**src/rtl/spi_slave_cmd_ctrl.sv**
```systemverilog
// Command sequencer between the SPI word deserialiser and the AXI plug.
// Decodes the frame command, loads the plug address, then forwards write data or triggers a read.
module spi_slave_cmd_ctrl #(
   parameter logic [7:0] OP_WR_MEM   = 8'h02,
   parameter logic [7:0] OP_RD_MEM   = 8'h0B,
   parameter logic [7:0] OP_WR_DUMMY = 8'h71,
   parameter logic [7:0] DUMMY_RST   = 8'd1
) (
   input  logic        axi_aclk,
   input  logic        axi_aresetn,
   input  logic        cs,
   input  logic [31:0] in_data,
   input  logic        in_valid,
   output logic        in_ready,
   output logic [31:0] rxtx_addr,
   output logic        rxtx_addr_valid,
   output logic        start_tx,
   output logic [31:0] rx_data,
   output logic        rx_valid,
   input  logic        rx_ready,
   output logic [7:0]  dummy_words,
   output logic        cmd_err
);

   // state | meaning
   // IDLE  | chip deselected or first cycle of a frame
   // CMD   | waiting for the command word
   // ADDR  | waiting for the address word
   // WDATA | forwarding write data to the plug
   // DUMMY | counting dummy words before a read
   // DROP  | discarding words until the frame ends
   typedef enum logic [2:0] {IDLE, CMD, ADDR, WDATA, DUMMY, DROP} state_t;

   state_t     state, state_nxt;
   logic       is_rd;
   logic [7:0] cnt;

   logic       addr_load, start_nxt, err_nxt, dummy_load, cnt_load, cnt_dec, kind_load;
   logic       word;
   logic [7:0] opcode;

   assign rx_data = in_data;
   assign opcode  = in_data[31:24];
   assign word    = in_valid & in_ready;

   always_comb begin
      state_nxt  = state;
      in_ready   = 1'b0;
      rx_valid   = 1'b0;
      addr_load  = 1'b0;
      start_nxt  = 1'b0;
      err_nxt    = 1'b0;
      dummy_load = 1'b0;
      cnt_load   = 1'b0;
      cnt_dec    = 1'b0;
      kind_load  = 1'b0;
      if (cs) begin
         state_nxt = IDLE;
      end else begin
         case (state)
            IDLE: state_nxt = CMD;
            CMD: begin
               in_ready = 1'b1;
               if (word) begin
                  if (opcode == OP_WR_MEM || opcode == OP_RD_MEM) begin
                     kind_load = 1'b1;
                     state_nxt = ADDR;
                  end else if (opcode == OP_WR_DUMMY) begin
                     dummy_load = 1'b1;
                     state_nxt  = DROP;
                  end else begin
                     err_nxt   = 1'b1;
                     state_nxt = DROP;
                  end
               end
            end
            ADDR: begin
               in_ready = 1'b1;
               if (word) begin
                  addr_load = 1'b1;
                  if (!is_rd) begin
                     state_nxt = WDATA;
                  end else if (dummy_words == 8'd0) begin
                     start_nxt = 1'b1;
                     state_nxt = DROP;
                  end else begin
                     cnt_load  = 1'b1;
                     state_nxt = DUMMY;
                  end
               end
            end
            WDATA: begin
               in_ready = rx_ready;
               rx_valid = in_valid;
            end
            DUMMY: begin
               in_ready = 1'b1;
               if (word) begin
                  cnt_dec = 1'b1;
                  if (cnt == 8'd1) begin
                     start_nxt = 1'b1;
                     state_nxt = DROP;
                  end
               end
            end
            DROP:    in_ready = 1'b1;
            default: state_nxt = IDLE;
         endcase
      end
   end

   always_ff @(posedge axi_aclk or negedge axi_aresetn) begin
      if (!axi_aresetn) begin
         state           <= IDLE;
         rxtx_addr       <= 32'd0;
         rxtx_addr_valid <= 1'b0;
         start_tx        <= 1'b0;
         cmd_err         <= 1'b0;
         dummy_words     <= DUMMY_RST;
         cnt             <= 8'd0;
         is_rd           <= 1'b0;
      end else begin
         state           <= state_nxt;
         rxtx_addr_valid <= addr_load;
         start_tx        <= start_nxt;
         cmd_err         <= err_nxt;
         if (addr_load)  rxtx_addr   <= in_data;
         if (dummy_load) dummy_words <= in_data[7:0];
         if (kind_load)  is_rd       <= (opcode == OP_RD_MEM);
         // counter only ever starts from a non-zero count, so it stops at 0
         if (cnt_load)      cnt <= dummy_words;
         else if (cnt_dec)  cnt <= cnt - 8'd1;
      end
   end

endmodule

```
**config.mk**
```make
export PLATFORM = sky130hd
export DESIGN_NAME = spi_slave_cmd_ctrl
export DESIGN_NICKNAME = d
export VERILOG_FILES = /design/src/rtl/spi_slave_cmd_ctrl.sv
export SDC_FILE = /design/constraint.sdc
export NUM_CORES = 1
export LEC_CHECK = 0
export ABC_AREA = 1
export BUFFER_PORTS_ARGS = -buffer_cell sky130_fd_sc_hd__buf_2
export CAP_MARGIN = 5
export CORE_ASPECT_RATIO = 0.9
export CORE_MARGIN = 10
export CORE_UTILIZATION = 44
export CTS_CLUSTER_DIAMETER = 40
export DETAILED_ROUTE_END_ITERATION = 16
export GPL_ROUTABILITY_DRIVEN = 0
export HOLD_SLACK_MARGIN = 0.08
export PLACE_DENSITY = 0.76
export RECOVER_POWER = 25
export SYNTH_ARGS = -nofsm -noshare
export SYNTH_HDL_FRONTEND = slang
export SYNTH_SLANG_ARGS = --single-unit
```
**constraint.sdc**
```tcl
create_clock -name axi_aclk -period 1.5 [get_ports axi_aclk]
set_clock_uncertainty 0.1 [all_clocks]
set_input_delay 0.075 -clock axi_aclk [delete_from_list [all_inputs] [get_ports axi_aclk]]
set_output_delay 0.075 -clock axi_aclk [all_outputs]
set_load 0.03 [all_outputs]
```
# After elaboration in Yosys (flattened, before gate mapping)
# Index checks and enable logic that the tools add are counted.
[totals]
elab_cells = 77
inputBits = 37
ff_bits = 55
output_inout_bits = 77
[op_classes]
n_mux = 46
addsub = 1
bitwise_logic = 1
eq_ne = 14
n_reduce_logical = 7
[ops]
columns = ["cell", "n"]
rows = [
  ["$mux 1", 34],
  ["$mux 3", 7],
  ["$mux 8", 2],
  ["$pmux 3 s5", 1],
  ["$ne 3x3->1 const B", 4],
  ["$eq 8x1->1 const B", 1],
  ["$eq 8x2->1 const B", 1],
  ["$eq 8x4->1 const B", 1],
  ["$eq 8x7->1 const B", 1],
  ["$logic_not 8->1", 1],
  ["$sub 8x1->8 const B", 1],
  ["$eq 3x2->1 const B", 2],
  ["$eq 3x3->1 const B", 2],
  ["$reduce_and 5->1", 1],
  ["$pmux 1 s2", 2],
  ["$reduce_or 4->1", 1],
  ["$eq 3x1->1 const B", 1],
  ["$logic_not 3->1", 1],
  ["$ne 2x1->1 const B", 1],
  ["$reduce_bool 2->1", 1],
  ["$reduce_or 2->1", 1],
  ["$and 1x1->1", 1],
  ["$logic_or 1x1->1", 1],
]

# Depth between registers and ports, before layout
# Gate-level depths: netlist of the first run.
[depth]
word_depth = 10
depth_mapped = 11
depth_no_buf = 10

# Worst setup path before layout of the first run
# OpenSTA, ideal clock, no wires.
[synth_path]
kind = "reg2reg"
startpoint = "register dummy_words[4]"
endpoint = "register cnt[1]"
stages_incl_launch_ff = 10
n_path_buf = 1
required_time_ps = 1283
arrival_ps = 1481
setup_ps = 117
setup_slack_ps = -198
synth_period_minus_slack_ps = 1698
path_cell_list = "dfrtp_1 > nor2_1 > nand2_1 > o21ai_0 > nor2_4 > nand2_2 > buf_6 > nand2_1 > nand3_1 > nand2_1"
[synth_between]
elab_chain_len = 7
word_cells_on_any_way = 8
classes_between = "mux: 6; reduce/logical: 2"
[synth_rtl]
columns = ["element", "line", "rtl"]
rows = [
  ["from (decl)", "21", "output logic [7:0] dummy_words,"],
  ["from (signal assigned)", "128", "if (dummy_load) dummy_words <= in_data[7:0];"],
  ["$logic_not 8->1 (*)", "83", "end else if (dummy_words == 8'd0) begin"],
  ["$mux 1 (*)", "83", ""],
  ["$mux 1 (*)", "81", "if (!is_rd) begin"],
  ["$mux 1 (*)", "79", "if (word) begin"],
  ["$mux 1 (*)", "60", "case (state)"],
  ["$mux 1 (*)", "57", "if (cs) begin"],
  ["$mux 8 or $reduce_bool 2->1 (tied branches)", "n/a", ""],
  ["to (signal assigned)", "131", "if (cnt_load) cnt <= dummy_words;"],
  ["to (signal assigned)", "132", "else if (cnt_dec) cnt <= cnt - 8'd1;"],
  ["to (decl)", "36", "logic [7:0] cnt;"],
]
# Mark *: on every way between the ends. The rest lies on a longest branch, timed or not.
# A chain may end at the register's enable or synchronous reset.

# Final worst setup path of the first run
[layout_path]
startpoint = "register state[2]"
endpoint = "register cnt[6]"
[layout_between]
elab_chain_len = 9
word_cells_on_any_way = 17
classes_between = "eq/ne: 5; mux: 9; bitwise: 1; reduce/logical: 2"
[layout_rtl]
columns = ["element", "line", "rtl"]
rows = [
  ["from (decl)", "34", "state_t state, state_nxt;"],
  ["from (signal assigned)", "123", "state <= state_nxt;"],
  ["$eq 3x3->1 (tied with other cells)", "60", ""],
  ["$reduce_or 4->1 (no source line)", "n/a", ""],
  ["$pmux 1 s2", "60", ""],
  ["$mux 1", "57", ""],
  ["$and 1x1->1", "44", "assign word = in_valid & in_ready;"],
  ["$mux 1 (on tied branches)", "79, 98", ""],
  ["$mux 1", "60", ""],
  ["$mux 1", "57", ""],
  ["$mux 8 or $reduce_bool 2->1 (tied branches)", "n/a", ""],
]
# Parallel ways exist; a longest one is shown, timed or not.

==> out/metrics.cfg, run 1 <==
[sta]
fin_crit_ns=1.60
hold_viol_final=0
fin_ws_ns=-0.0970
setup_violations=52
worst_pin_slew_ns=0.757
slew_headroom=0.495
slew_violations=0
min_period_over_period=1.06
max_freq_ghz=0.626
grt_setup_unrepaired=true

[clock_tree]
cts_buffers=5
htreeDepth=2
cts-root-buf=clkbuf_8
clk_latency_ns=0.31
cts_tree=built
clk_pin_slew_worst_paths_ns=0.10
cts.sinks=55
cts_buffer_depth=2

[hold_path]
hp-start=in_valid
hold_end=state[2]
min_path_cells=5
hp-class=primary input to register

[routing]
wire_per_inst_um=15.1
detail_route.iter0.violations=89
final_antenna_net_count=0
drc=0
vias=2875
dr.pass1.iters=4
viasPerCell=4.78
routed_wl_mm=9.11

[setup_path]
critical_path.startpoint_type=register
crit_path_end_kind=register
crit_fanout=5
r2r_end=cnt[6]
r2r-start=state[2]
critical_path_class=register to register
arrival_ns=1.70
r2r_setup_slack_ns=-0.1
crit_required_ns=1.60
rr_worst_depth=9

[cells_and_area]
num-nets-final=552
finalInstanceArea_um2=4310
area_growth_syn_to_layout_pct=49.7
antenna_cells=0
drive_above_1_share=0.422
fill_cells=481

[floorplan]
die_x_um=105
die-area_um2=10200
io-pin-count=114
die_y_um=96.8
num_rows=27
start_util=0.461
coreArea_um2=6250

[place]
numPortBuffers=113
preCtsSetupSlack_ns=-0.177
hpwl_mm=6.11
dpl_cell_area_um2=3530

[flow_run]
maxCapViolations=0

[synth]
syn_area_um2=2880
synth_fa_ha_area_frac=0.00869
synth_top_area_share=0.469
muxShareOfSynthArea=0
postSynthCellCount=353
synth_top_cell_by_area=dfrtp_1
synth_xor_area_frac=0.0182
ys_ff_latch=55
synth_nets=392
synth_top_cells_by_area=dfrtp_1, nand2_1, buf_4, nand3_1, inv_1
synth_cell_types=28
synth_top_family_by_area=simple AND/OR/NAND/NOR gates
yosysSeqAreaShare=0.478
synth_compound_area_frac=0.0721
yosysWarnings=0
syn_area_per_cell_um2=8.16
yosys.area_share.simple=0.272

[power_and_ir_drop]
leakage_uw=0.00246
ir_worst_vdd_mv=0.558
p_per_area_nw_per_um2=934

[run_status]
violations=setup timing
status=finished, violations left

[grt]
grtUsageTotal=0.167
grt_pass1_vias=2969
grt_antenna_before_repair=0
overflow=0
grt_max_degree=32
grt_pass1_wl_mm=14.2

[Yosys cell counts]
cell,n
buf_4,32
o21ai_1,8
nand2_1,116
o21ai_0,19
inv_1,26
nand4_1,8
o22ai_1,1
nor2_2,1
clkbuf_1,1
a21oi_1,4
xor2_1,3
nand2_2,4
ha_1,2
nor2_4,1
inv_2,3
nand3b_1,3
nor3_1,2
nand3_4,1
buf_6,5
xnor2_1,3
dfstp_2,1
nor2_1,20
buf_2,5
a22oi_2,1
o21ai_2,2
a21oi_4,1
dfrtp_1,54
nand3_1,26
[worst max path at each step]
stage	endpoint	slack [ns]	start
after floorplan	cnt[3]	-0.06	dummy_words[0]
after global routing	rxtx_addr[29]	-0.17	state[0]
after CTS	cnt[2]	-0.07	state[0]
after detailed placement	rxtx_addr[10]	-0.18	state[1]
after global placement	rxtx_addr[10]	-0.08	state[1]
final	cnt[6]	-0.1	state[2]
[timing repair]
item	CTS	global route
gates resized for setup	40	34
gates cloned	0	4
hold buffers	34	0
setup endpoints to repair	56	56
pin swaps	8	15
buffers inserted	4	5
endpoints found under the hold margin	98	0
[cells in the final DEF, fill, tap and decap left out, drive strengths merged, types with 3 or more instances in the layout]
| cell type | synthesis | final |
|---|---|---|
| nor2 | 22 | 22 |
| nand2 | 120 | 120 |
| dfrtp | 54 | 54 |
| xnor2 | 3 | 3 |
| a21oi | 5 | 5 |
| o21ai | 29 | 29 |
| nand4 | 8 | 8 |
| xor2 | 3 | 3 |
| inv | 29 | 29 |
| buf | 42 | 156 |
| dlygate4sd3 | 0 | 34 |
| nand3b | 3 | 3 |
| nand3 | 27 | 27 |
| clkbuf | 1 | 13 |
[worst max-delay path: stages, from the launching register on]
cell and delay (ns):
dfrtp_2 0.47, inv_4 0.10, nand2_2 0.07, nand2_4 0.07, nand3_4 0.14, nor2_4 0.18
buf_6 0.13, nand3b_1 0.08, nand2_1 0.09, nand2_1 0.06
[sequential cells by signal, indices dropped and copies added, names as in the netlist]
name             cells
cmd_err              1
rxtx_addr           32
state                3
cnt                  8
is_rd                1
rxtx_addr_valid      1
start_tx             1
dummy_words          8
[report_power, final]
part	internal (uW)	leakage [uW]	switching, uW
registers	1570	0.000751	79.9
clock network	380	0.0000484	482
logic	670	0.00166	846
total	2620	0.00246	1410
[metrics by stage]
stage | hold slack [ns] | utilization | power (uW) | setup TNS [ns] | std cells
4_1_cts | 0.160 | 0.654 | 3890 | -0.901 | 592
3_3_place_gp | 0.00588 | 0.565 | 2810 | -2.87 | 546
5_1_grt | 0.209 | 0.690 | 4280 | -6.84 | 601
6_report | 0.181 | 0.690 | 4030 | -2.81 | 601
3_5_place_dp | 0.00367 | 0.565 | 2840 | -6.48 | 546
2_1_floorplan | -0.321 | - | 2400 | -0.993 | 353
[layout make-up]
class | count | area [um^2] | share of cell area
clock buffer | 7 | 86.3 | 0.0200
clock inverter | 1 | 8.76 | 0.00203
sequential | 55 | 1380 | 0.320
tap | 87 | 109 | 0.0252
multi-input combinational | 226 | 1230 | 0.285
inverter | 29 | 121 | 0.0281
timing repair buffer | 196 | 1380 | 0.319
[cells by family (layout without fill, tap and decap cells)]
logic type / count (synthesis) / in the layout
and+or+nand+nor: 182 / 182
xor gates and xnor gates: 6 / 6
buffers and inverters: 72 / 233
adders and majority gates: 2 / 2
DFF: 55 / 55
AOI/OAI and AO/OA: 36 / 36
[layer usage]
layer  GRT usage  vias to the layer above  part of all wire
met5           0                        -                 0
met4      0.0503                        0             0.016
met3      0.0642                       13             0.083
met2       0.280                      102              0.49
met1       0.191                     1350              0.41
li1            -                     1410                 -
(Power assumes the default switching activity.)
==> run 2: changes to the inputs <==
--- a/config.mk
+++ b/config.mk
@@ -9,8 +9,8 @@
 export BUFFER_PORTS_ARGS = -buffer_cell sky130_fd_sc_hd__buf_2
 export CAP_MARGIN = 5
 export CORE_ASPECT_RATIO = 0.9
-export CORE_MARGIN = 10
 export CORE_UTILIZATION = 44
+export CTS_BUF_LIST = sky130_fd_sc_hd__clkbuf_4 sky130_fd_sc_hd__clkbuf_8 sky130_fd_sc_hd__clkbuf_16
 export CTS_CLUSTER_DIAMETER = 40
 export DETAILED_ROUTE_END_ITERATION = 16
 export GPL_ROUTABILITY_DRIVEN = 0
==> run 2 against run 1 <==
Effect of this change:
- the run still ends with setup timing left
- utilization down 0.71 points
- clock power shrank 2%
- combinational power decreased by 13%
- sequential power barely moved
- highest routed layer unchanged
- critical path type unchanged
- critical endpoint is now start_tx
==> out/metrics.cfg, run 2 (same netlist as run 1, synthesis figures left out) <==
[place]
numPortBuffers=113  ; unchanged
hpwl_mm=4.97  ; -19%
dpl.cell_count=544  ; -0.37%

[grt]
grt_pass1_vias=2629  ; -11%
overflow=0  ; unchanged
grtUsageTotal=0.219  ; +0.0520
grt_antenna_before_repair=0  ; unchanged
grt_pass1_wl_mm=11.8  ; -17%
grt_max_degree=56  ; +75%

[clock_tree]
clk_pin_slew_worst_paths_ns=0.09  ; about the same
cts_tree=built
cts_buffer_depth=2  ; unchanged
clk_latency_ns=0.31  ; about the same
htreeDepth=2  ; unchanged
cts_buffers=5  ; unchanged
cts-root-buf=clkbuf_8
cts.sinks=55  ; unchanged

[cells_and_area]
drive_above_1_share=0.425  ; +0.00242
fin_util=0.683  ; -0.00712
fill_cells=501  ; +4.2%
top_regs=rxtx_addr: 32 flops, cnt: 8 flops, dummy_words: 8 flops
largest-register=rxtx_addr
fin_cells=591  ; -1.7%
num-nets-final=542  ; -1.8%
antenna_cells=0  ; unchanged
final_common_cell=buf_2
area_growth_syn_to_layout_pct=47.4
final_cell_mix=buf_2, nand2_1, dfrtp_1
largest_reg_flops=32  ; unchanged

[floorplan]
die-area_um2=6870  ; -33%
io-pin-count=114  ; unchanged
die_x_um=87.3  ; -17%
coreArea_um2=6220  ; -0.54%
num_rows=27  ; unchanged
die_y_um=78.8  ; -19%
start_util=0.463  ; +0.00250

[sta]
slew_headroom=0.498  ; +0.00339
max_freq_ghz=0.633  ; +1.1%
slew_violations=0  ; unchanged
grt_setup_unrepaired=true
fin_ws_ns=-0.0791  ; +0.0179 ns
setup_violations=50  ; -3.8%
fin_crit_ns=1.58  ; -0.0179 ns
hold_viol_final=0  ; unchanged
min_period_over_period=1.05  ; -0.0119
worst_pin_slew_ns=0.752  ; -0.00508 ns

[setup_path]
r2r-start=state[1]
critical_path.startpoint_type=register
arrival_ns=1.70  ; about the same
rr_worst_depth=7  ; -2
crit_path_end_kind=register
r2r_end=start_tx
r2r_setup_slack_ns=-0.08  ; +0.02 ns
crit_fanout=7  ; +2
critical_path_class=register to register
critPathLaunch=state[1]
crit_required_ns=1.62  ; +0.02 ns

[power_and_ir_drop]
leakage_uw=0.00241  ; -1.8%
p_per_area_nw_per_um2=899  ; -3.7%
ir_worst_vdd_mv=0.552  ; -1.2%

[hold_path]
hp-class=primary input to register
hold_end=state[1]
min_path_cells=5  ; unchanged
hp-start=in_valid

[routing]
final_antenna_net_count=0  ; unchanged
routed_wl_mm=7.91  ; -13%
viasPerCell=4.84  ; +1.1%
detail_route.iter0.violations=176  ; +98%
drc=0  ; unchanged
vias=2859  ; -0.56%
dr.pass1.iters=4  ; unchanged
wire_per_inst_um=13.4  ; -12%

[flow_run]
maxCapViolations=0  ; unchanged

[run_status]
violations=setup timing
status=finished, violations left

run 2: cell count changes in the layout (fill, tap and decap cells not counted), sizes merged:
cell / previous run / this run
buf: 156 / 148
clkbuf: 13 / 9
clkinv: 1 / 2
inv: 29 / 30
run 2: area by class of cell:
type                            count  area [um^2]  area share
Clock inverter                      3         22.5     0.00531
Inverter                           29          121      0.0286
Clock buffer                        5         68.8      0.0162
Timing Repair Buffer              186         1300       0.307
Tap cell                           87          109      0.0256
Sequential cell                    55         1380       0.325
Multi-Input combinational cell    226         1240       0.293
run 2: worst max-delay path, stage by stage, from the launching register on:
cell and delay [ns]:
dfrtp_1 0.43, buf_4 0.16, nand2_2 0.08, nand3_4 0.15, inv_6 0.13, nand2_8 0.11, clkbuf_16 0.19, a22oi_2 0.14
run 2: layer usage:
metal	share of wire	track usage	vias up	routed length, um
met4	0.020	0.0607	0	157
li1	-	-	1393	-
met1	0.43	0.281	1346	3390
met3	0.064	0.0530	17	510
met5	0	0	-	0
met2	0.49	0.367	103	3850
run 2: per-stage QoR:
stage               hold slack, ns  area (um^2)  setup TNS [ns]  total power (uW)  setup WS [ns]
finish                       0.148         4240           -1.62              3820        -0.0791
global placement          -0.00263         3510           -1.17              2780        -0.0999
global route                 0.174         4240           -6.30              4030         -0.167
detailed placement        -0.00218         3510           -4.22              2800         -0.118
CTS                          0.147         4030          -0.432              3760        -0.0387
floorplan                   -0.321         2910          -0.993              2400        -0.0588
run 2: report_power, final:
part           switching [uW]  internal [uW]  leakage (uW)  total [uW]
Clock                     506            336     0.0000485         843
Combinational             763            571       0.00161        1330
Sequential               73.4           1570      0.000754        1640
Total                    1340           2470       0.00241        3820
run 2: worst max path at each step:
stage                          end  slack (ns)
floorplan                   cnt[3]       -0.06
global placement    dummy_words[3]        -0.1
detailed placement  dummy_words[2]       -0.12
CTS                         cnt[7]       -0.04
global route                cnt[7]       -0.17
finish                    start_tx       -0.08
run 2: what timing repair did:
| item | in CTS | in global routing |
|---|---|---|
| pin swaps | 4 | 6 |
| setup buffers | 0 | 2 |
| hold buffers | 34 | 0 |
| gates resized for setup | 27 | 52 |
| hold endpoints to repair | 98 | 0 |
| cloned | 0 | 3 |
| setup endpoints to repair | 53 | 55 |
